==> config.mk <==
export PLATFORM = sky130hd
export DESIGN_NAME = spi_reg_bridge
export DESIGN_NICKNAME = d
export VERILOG_FILES = /design/src/rtl/arcdvi_spi_pkg.sv /design/src/rtl/spi_sync_edge.sv /design/src/rtl/spi_reg_bridge.sv
export SDC_FILE = /design/constraint.sdc
export NUM_CORES = 1
export LEC_CHECK = 0
export CORE_ASPECT_RATIO = 1.25
export CORE_UTILIZATION = 51
export CTS_BUF_LIST = sky130_fd_sc_hd__clkbuf_4
export DETAILED_ROUTE_END_ITERATION = 16
export PLACE_DENSITY = 0.68
export SKIP_LAST_GASP = 1
export SYNTH_ARGS = -nofsm -noshare
export SYNTH_HDL_FRONTEND = slang
export SYNTH_HIERARCHICAL = 1
export SYNTH_SLANG_ARGS = --single-unit
==> constraint.sdc <==
create_clock -name clk -period 3.3 [get_ports clk]
set_input_delay 0.825 -clock clk [delete_from_list [all_inputs] [get_ports clk]]
set_output_delay 0.825 -clock clk [all_outputs]
set_load 0.03 [all_outputs]
==> src/rtl/arcdvi_spi_pkg.sv <==
// Shared constants and the FSM state type for the SPI to register-bus bridge.
// Holds the command codes and frame geometry, so the top and the bench agree on bit positions.
package arcdvi_spi_pkg;

   localparam logic [1:0]  CMD_RD          = 2'b00;
   localparam logic [1:0]  CMD_WR          = 2'b01;
   localparam int          FRAME_BITS      = 48;
   localparam int          HDR_BITS        = 16;
   localparam int          ADDR_LAST_BIT   = 13;
   localparam logic [31:0] RD_TIMEOUT_DATA = 32'hFFFF_FFFF;

   typedef enum logic [1:0] {
      IDLE,
      CMD,
      RDWAIT,
      DATA
   } spi_state_e;

endpackage

==> src/rtl/spi_sync_edge.sv <==
// N-stage synchroniser for an asynchronous pin, with one-clk rise/fall pulses.
// RST_VAL sets the value the chain and edge history assume while reset is active.
module spi_sync_edge #(
   parameter int   STAGES  = 2,
   parameter logic RST_VAL = 1'b0
) (
   input  logic clk,
   input  logic nreset,
   input  logic d_i,
   output logic q_o,
   output logic rise_o,
   output logic fall_o
);

   logic [STAGES-1:0] sync_q;
   logic              prev_q;

   always_ff @(posedge clk or negedge nreset) begin
      if (!nreset) begin
         sync_q <= {STAGES{RST_VAL}};
         prev_q <= RST_VAL;
      end else begin
         sync_q <= {sync_q[STAGES-2:0], d_i};
         prev_q <= sync_q[STAGES-1];
      end
   end

   assign q_o    = sync_q[STAGES-1];
   assign rise_o = sync_q[STAGES-1] & ~prev_q;
   assign fall_o = ~sync_q[STAGES-1] & prev_q;

endmodule

==> src/rtl/spi_reg_bridge.sv <==
// SPI mode-0 slave turning 48-bit MCU frames into register-bus reads and writes.
// Define SPI_BURST_EN to let a frame continue with further 32-bit words at incrementing addresses.
//
// state  | meaning
// IDLE   | waiting for chip-select to fall
// CMD    | shifting the 16-bit header (cmd, addr, pad)
// RDWAIT | read request issued, waiting for ack before the header ends
// DATA   | 32-bit data phase: rx shifts in, tx shifts out on MISO
module spi_reg_bridge
   import arcdvi_spi_pkg::*;
#(
   parameter int ADDR_W      = 12,
   parameter int DATA_W      = 32,
   parameter int SYNC_STAGES = 2
) (
   input  logic              clk,
   input  logic              nreset,
   input  logic              spi_clk,
   input  logic              spi_ncs,
   input  logic              spi_din,
   output logic              spi_dout,
   output logic [ADDR_W-1:0] reg_addr,
   output logic [DATA_W-1:0] reg_wdata,
   output logic              reg_wr,
   output logic              reg_rd_req,
   input  logic              reg_rd_ack,
   input  logic [DATA_W-1:0] reg_rdata,
   output logic              rd_err
);

   localparam logic [5:0] BIT_ADDR_LAST  = 6'(ADDR_LAST_BIT);
   localparam logic [5:0] BIT_HDR_LAST   = 6'(HDR_BITS - 1);
   localparam logic [5:0] BIT_FRAME_LAST = 6'(FRAME_BITS - 1);

   logic sclk_s, sclk_rise, sclk_fall;
   logic ncs_s, ncs_rise, ncs_fall;
   logic [SYNC_STAGES-1:0] din_sync_q;
   logic din_s;

   spi_state_e        state_q, state_d;
   logic [5:0]        bit_cnt_q, bit_cnt_d;
   logic [DATA_W-1:0] rx_q, rx_d;
   logic [DATA_W-1:0] tx_q, tx_d;
   logic              dout_q, dout_d;
   logic [1:0]        cmd_q, cmd_d;
   logic [ADDR_W-1:0] addr_q, addr_d;
   logic              req_q, req_d;
   logic [DATA_W-1:0] rdbuf_q, rdbuf_d;
   logic              rd_ok_q, rd_ok_d;
   logic              rd_err_q, rd_err_d;
   logic              fetch_pend_q, fetch_pend_d;
   logic              wr_pend_q, wr_pend_d;
   logic [ADDR_W-1:0] wr_addr_q, wr_addr_d;
   logic [DATA_W-1:0] wr_data_q, wr_data_d;
   logic              reg_wr_q, reg_wr_d;
   logic [ADDR_W-1:0] reg_addr_q, reg_addr_d;
   logic [DATA_W-1:0] reg_wdata_q, reg_wdata_d;

   logic [DATA_W-1:0] rx_next;
   logic [DATA_W-1:0] word;
   logic              word_start;
   logic              ack_now;

   spi_sync_edge #(.STAGES(SYNC_STAGES), .RST_VAL(1'b0)) u_sync_sclk (
      .clk    (clk),
      .nreset (nreset),
      .d_i    (spi_clk),
      .q_o    (sclk_s),
      .rise_o (sclk_rise),
      .fall_o (sclk_fall)
   );

   // ncs resets to the selected level so a frame already in flight at reset
   // release never shows a fall; decoding resumes at the next real ncs fall.
   spi_sync_edge #(.STAGES(SYNC_STAGES), .RST_VAL(1'b0)) u_sync_ncs (
      .clk    (clk),
      .nreset (nreset),
      .d_i    (spi_ncs),
      .q_o    (ncs_s),
      .rise_o (ncs_rise),
      .fall_o (ncs_fall)
   );

   always_ff @(posedge clk or negedge nreset) begin
      if (!nreset) din_sync_q <= '0;
      else         din_sync_q <= {din_sync_q[SYNC_STAGES-2:0], spi_din};
   end
   assign din_s = din_sync_q[SYNC_STAGES-1];

   always_comb begin
      state_d      = state_q;
      bit_cnt_d    = bit_cnt_q;
      rx_d         = rx_q;
      tx_d         = tx_q;
      dout_d       = dout_q;
      cmd_d        = cmd_q;
      addr_d       = addr_q;
      req_d        = req_q;
      rdbuf_d      = rdbuf_q;
      rd_ok_d      = rd_ok_q;
      rd_err_d     = rd_err_q;
      fetch_pend_d = 1'b0;
      wr_pend_d    = 1'b0;
      wr_addr_d    = wr_addr_q;
      wr_data_d    = wr_data_q;
      reg_wr_d     = wr_pend_q;
      reg_addr_d   = reg_addr_q;
      reg_wdata_d  = reg_wdata_q;
      word         = '0;
      word_start   = 1'b0;
      rx_next      = {rx_q[DATA_W-2:0], din_s};
      ack_now      = req_q & reg_rd_ack;

      if (wr_pend_q) begin
         reg_addr_d  = wr_addr_q;
         reg_wdata_d = wr_data_q;
      end
      if (fetch_pend_q) begin
         req_d      = 1'b1;
         reg_addr_d = addr_q + ADDR_W'(1);
         rd_ok_d    = 1'b0;
      end
      if (ack_now) begin
         rdbuf_d  = reg_rdata;
         rd_ok_d  = 1'b1;
         rd_err_d = 1'b0;
         req_d    = 1'b0;
      end

      case (state_q)
         IDLE: begin
            if (ncs_fall) begin
               state_d   = CMD;
               bit_cnt_d = '0;
            end
         end
         default: begin
            if (sclk_rise) begin
               rx_d      = rx_next;
               bit_cnt_d = bit_cnt_q + 6'd1;
               if (bit_cnt_q == BIT_ADDR_LAST) begin
                  cmd_d  = rx_next[ADDR_W+1:ADDR_W];
                  addr_d = rx_next[ADDR_W-1:0];
                  if (rx_next[ADDR_W+1:ADDR_W] == CMD_RD) begin
                     req_d      = 1'b1;
                     reg_addr_d = rx_next[ADDR_W-1:0];
                     rd_ok_d    = 1'b0;
                     state_d    = RDWAIT;
                  end
               end else if (bit_cnt_q == BIT_HDR_LAST) begin
                  word_start = 1'b1;
                  state_d    = DATA;
               end else if (state_q == DATA) begin
                  if (bit_cnt_q == BIT_FRAME_LAST) begin
                     if (cmd_q == CMD_WR) begin
                        wr_pend_d = 1'b1;
                        wr_addr_d = addr_q;
                        wr_data_d = rx_next;
                     end
`ifdef SPI_BURST_EN
                     bit_cnt_d  = BIT_HDR_LAST + 6'd1;
                     addr_d     = addr_q + ADDR_W'(1);
                     word_start = 1'b1;
`else
                     state_d = IDLE;
                     dout_d  = 1'b0;
                     tx_d    = '0;
`endif
                  end else begin
                     dout_d = tx_q[DATA_W-1];
                     tx_d   = {tx_q[DATA_W-2:0], 1'b0};
                  end
               end
            end
         end
      endcase

      // Word boundary: the MISO word is whatever the bus returned by now, else the timeout pattern.
      if (word_start) begin
         if (cmd_q == CMD_RD) begin
            if (ack_now) begin
               word = reg_rdata;
            end else if (rd_ok_q) begin
               word = rdbuf_q;
            end else begin
               word     = DATA_W'(RD_TIMEOUT_DATA);
               rd_err_d = 1'b1;
               req_d    = 1'b0;
            end
            rd_ok_d = 1'b0;
`ifdef SPI_BURST_EN
            fetch_pend_d = 1'b1;
`endif
         end
         dout_d = word[DATA_W-1];
         tx_d   = {word[DATA_W-2:0], 1'b0};
      end

      if (ncs_rise) begin
         state_d      = IDLE;
         req_d        = 1'b0;
         fetch_pend_d = 1'b0;
         wr_pend_d    = 1'b0;
         dout_d       = 1'b0;
      end
   end

   always_ff @(posedge clk or negedge nreset) begin
      if (!nreset) begin
         state_q      <= IDLE;
         bit_cnt_q    <= '0;
         rx_q         <= '0;
         tx_q         <= '0;
         dout_q       <= 1'b0;
         cmd_q        <= '0;
         addr_q       <= '0;
         req_q        <= 1'b0;
         rdbuf_q      <= '0;
         rd_ok_q      <= 1'b0;
         rd_err_q     <= 1'b0;
         fetch_pend_q <= 1'b0;
         wr_pend_q    <= 1'b0;
         wr_addr_q    <= '0;
         wr_data_q    <= '0;
         reg_wr_q     <= 1'b0;
         reg_addr_q   <= '0;
         reg_wdata_q  <= '0;
      end else begin
         state_q      <= state_d;
         bit_cnt_q    <= bit_cnt_d;
         rx_q         <= rx_d;
         tx_q         <= tx_d;
         dout_q       <= dout_d;
         cmd_q        <= cmd_d;
         addr_q       <= addr_d;
         req_q        <= req_d;
         rdbuf_q      <= rdbuf_d;
         rd_ok_q      <= rd_ok_d;
         rd_err_q     <= rd_err_d;
         fetch_pend_q <= fetch_pend_d;
         wr_pend_q    <= wr_pend_d;
         wr_addr_q    <= wr_addr_d;
         wr_data_q    <= wr_data_d;
         reg_wr_q     <= reg_wr_d;
         reg_addr_q   <= reg_addr_d;
         reg_wdata_q  <= reg_wdata_d;
      end
   end

   assign spi_dout   = dout_q;
   assign reg_addr   = reg_addr_q;
   assign reg_wdata  = reg_wdata_q;
   assign reg_wr     = reg_wr_q;
   assign reg_rd_req = req_q;
   assign rd_err     = rd_err_q;

   logic unused_ok;
   assign unused_ok = ^{sclk_s, sclk_fall, ncs_s, rx_q[DATA_W-1]};

endmodule

==> reports/qor.txt <==
Result of the run: completed
Final period utilization: 78.1%
Share of post-route cells with drive strength above 1: 16.5%
Post-synthesis cell area: 0.00898 mm^2
Tightest slew margin relative to the limit: 22.9%
I/O pin total: 86
Synthesis-to-layout area growth: 18.5%
Deepest level of the CTS H-tree: 2
Power, Total: 5.11 mW
Cell leakage power: 5.23 nW
Global router's overall resource usage: 21.3%
Worst EP required: 2.47 ns
Cell Count, Final, Fillers Out: 1,165
Total clock buffers created by CTS: 53
Worst Hold Slack: 0.201 ns
Worst min-delay path category: in2async
Worst slack after detailed placement: 0.704 ns
# DRC: 0
Layout Skew: 0.0594 ns
Post-Route WL: 17.9 mm
Pins over their slew limit: 0
Port bufs: 85
P per Cell Area: 480 mW/mm^2
Routed Antenna Nets: 0
# resized after CTS: 0
FF+latch area: 0.00546 mm^2
Total of hold buffers inserted after clock tree synthesis: 0
Time the worst path needs with I/O delays and setup: 2.58 ns
Final critical-path setup slack: 0.723 ns
Chip height: 150 um
Critical Path Fanout Max: 4
Vias per cell: 5.38
Number of antenna violations at the first check in global routing: 1
Post-synthesis area per instance: 11.0 um^2
Number of vias in the routed layout: 6,262
Pre-Repair DR Iteration Count: 5
Clock latency of the later-clocked register in the worst-skew pair: 0.67 ns
Kind of cell with the highest combined delay on the critical path: buffers and inverters
Area of placed instances: 0.0101 mm^2
Setup Viol. Count Final: 0
Post-layout net count: 960
Routability Congestion: 0.789
Largest net degree at the start of global routing: 99
Core occupancy in the finished layout: 62.5%
Hold Vio Cnt, Final: 0
Die Footprint: 0.0182 mm^2
Worst path slowest cell: sky130_fd_sc_hd__clkdlybuf4s50_1
Transition at the pin with the smallest max-transition slack: 1.16 ns
Clock transition at the registers of the reported paths: 0.07 ns
Element type at the critical path end: output pin
Buffering stage count on the worst path with inverters included: 1
Clock sink count: 218
Peak clock frequency supported by timing: 0.388 GHz
DIE WIDTH: 121 um
Clock tree from TritonCTS: yes
Setup TNS: 0 ns
Gate Count Post-Synth: 813
Footprint of the multi-input gates: 0.00333 mm^2
Unrepaired setup endpoints after global routing: no
Synthesis warning total: 6
Core Rows: 53
Clock Tree Buf Depth: 3
Wirelength per Cell: 15.4 um
Maximum capacitance violations: 0
Overall overflow remaining after global route: 0
Clock Tree Root: sky130_fd_sc_hd__clkbuf_4
Cell count after placement: 1,085
Element type at the critical path start: flip-flop
Initial DRC Count: 316
Starting utilization of the core area: 52.7%
Vias in the first global route: 6,656
Final Cell Area: 0.0106 mm^2
Highest cell delay on the worst timing path: 0.69 ns
Core area: 0.0170 mm^2
Critical Setup Path Class: reg2out
HPWL after detailed placement: 11.3 mm
Filler Cells Inserted: 1,386
Worst vdd ir: 0.310 mV
Buffer count from post-CTS setup fixing: 0
Post-synth net total: 853
Endpoint arrival time on the critical path: 1.75 ns
Cell breakdown of the critical path: clkdlybuf4s50_1
Wire length of the first global-routing pass: 30.8 mm
-- flip-flops by register name, indices dropped and copies added (netlist names), 2 cells and up --
register and cells:
rdbuf_q 32, reg_wdata 32, wr_data_q 32, rx_q 31
tx_q 31, addr_q 12, reg_addr 12, wr_addr_q 12
bit_cnt_q 6, cmd_q 2, din_sync_q 2, state_q 2
u_sync_ncs/sync_q 2, u_sync_sclk/sync_q 2
-- cell usage in the layout, fill, tap and decap left out, types with 3 or more instances in the layout --
cell type / count
sky130_fd_sc_hd__dfrtp_1: 217
sky130_fd_sc_hd__nand2_1: 200
sky130_fd_sc_hd__clkdlybuf4s50_1: 84
sky130_fd_sc_hd__clkbuf_4: 66
sky130_fd_sc_hd__nor2_1: 58
sky130_fd_sc_hd__mux2_2: 55
sky130_fd_sc_hd__a21oi_1: 44
sky130_fd_sc_hd__mux2_1: 35
sky130_fd_sc_hd__o21ai_0: 34
sky130_fd_sc_hd__nor2b_1: 32
sky130_fd_sc_hd__a22oi_1: 30
sky130_fd_sc_hd__mux2i_1: 13
sky130_fd_sc_hd__buf_4: 10
sky130_fd_sc_hd__clkinv_1: 9
sky130_fd_sc_hd__inv_1: 4
sky130_fd_sc_hd__nand3_1: 4
sky130_fd_sc_hd__buf_12: 4
sky130_fd_sc_hd__a2111oi_2: 3
-- final timing paths --
| check | startpoint | end | slack [ns] | depth (start not counted) |
|---|---|---|---|---|
| worst max-delay path | reg_rd_req$_DFF_PN0_ | reg_rd_req | 0.72 | 1 |
| worst min-delay path | nreset | reg_wdata[25]$_DFFE_PN0P_ | 0.20 | 1 |
| worst max register to register | u_sync_sclk/sync_q[1]$_DFF_PN0_ | tx_q[22]$_DFFE_PN0P_ | 0.79 | 6 |
| worst min register to register | u_sync_ncs/sync_q[0]$_DFF_PN0_ | u_sync_ncs/sync_q[1]$_DFF_PN0_ | 0.34 | 0 |
| max in group asynchronous | nreset | reg_wr_d$_DFF_PN0_ | 2.26 | 2 |
| min in group clk | u_sync_ncs/sync_q[0]$_DFF_PN0_ | u_sync_ncs/sync_q[1]$_DFF_PN0_ | 0.34 | 0 |
-- metal layers --
| metal | GRT usage (%) | vias to the layer above | wire (um) |
|---|---|---|---|
| li1 | - | 2969 | - |
| met1 | 25.8 | 3092 | 7500 |
| met2 | 37.0 | 165 | 9320 |
| met3 | 4.24 | 36 | 744 |
| met4 | 9.01 | 0 | 383 |
| met5 | 0 | - | 0 |
-- area by class of cell --
cell class | count | area share, %
Sequential cell | 218 | 51.3
Clock inverter | 13 | 0.505
Clock buffer | 66 | 4.65
Timing Repair Buffer | 99 | 9.50
Inverter | 4 | 0.141
Antenna cell | 1 | 0.0235
Tap cell | 220 | 2.59
Multi-Input combinational cell | 544 | 31.3
-- power breakdown --
| group | total, mW | switching (mW) | internal (mW) |
|---|---|---|---|
| registers | 2.85 | 0.0917 | 2.76 |
| clock network | 1.91 | 0.986 | 0.921 |
| logic | 0.347 | 0.208 | 0.139 |
(Power assumes the default switching activity.)
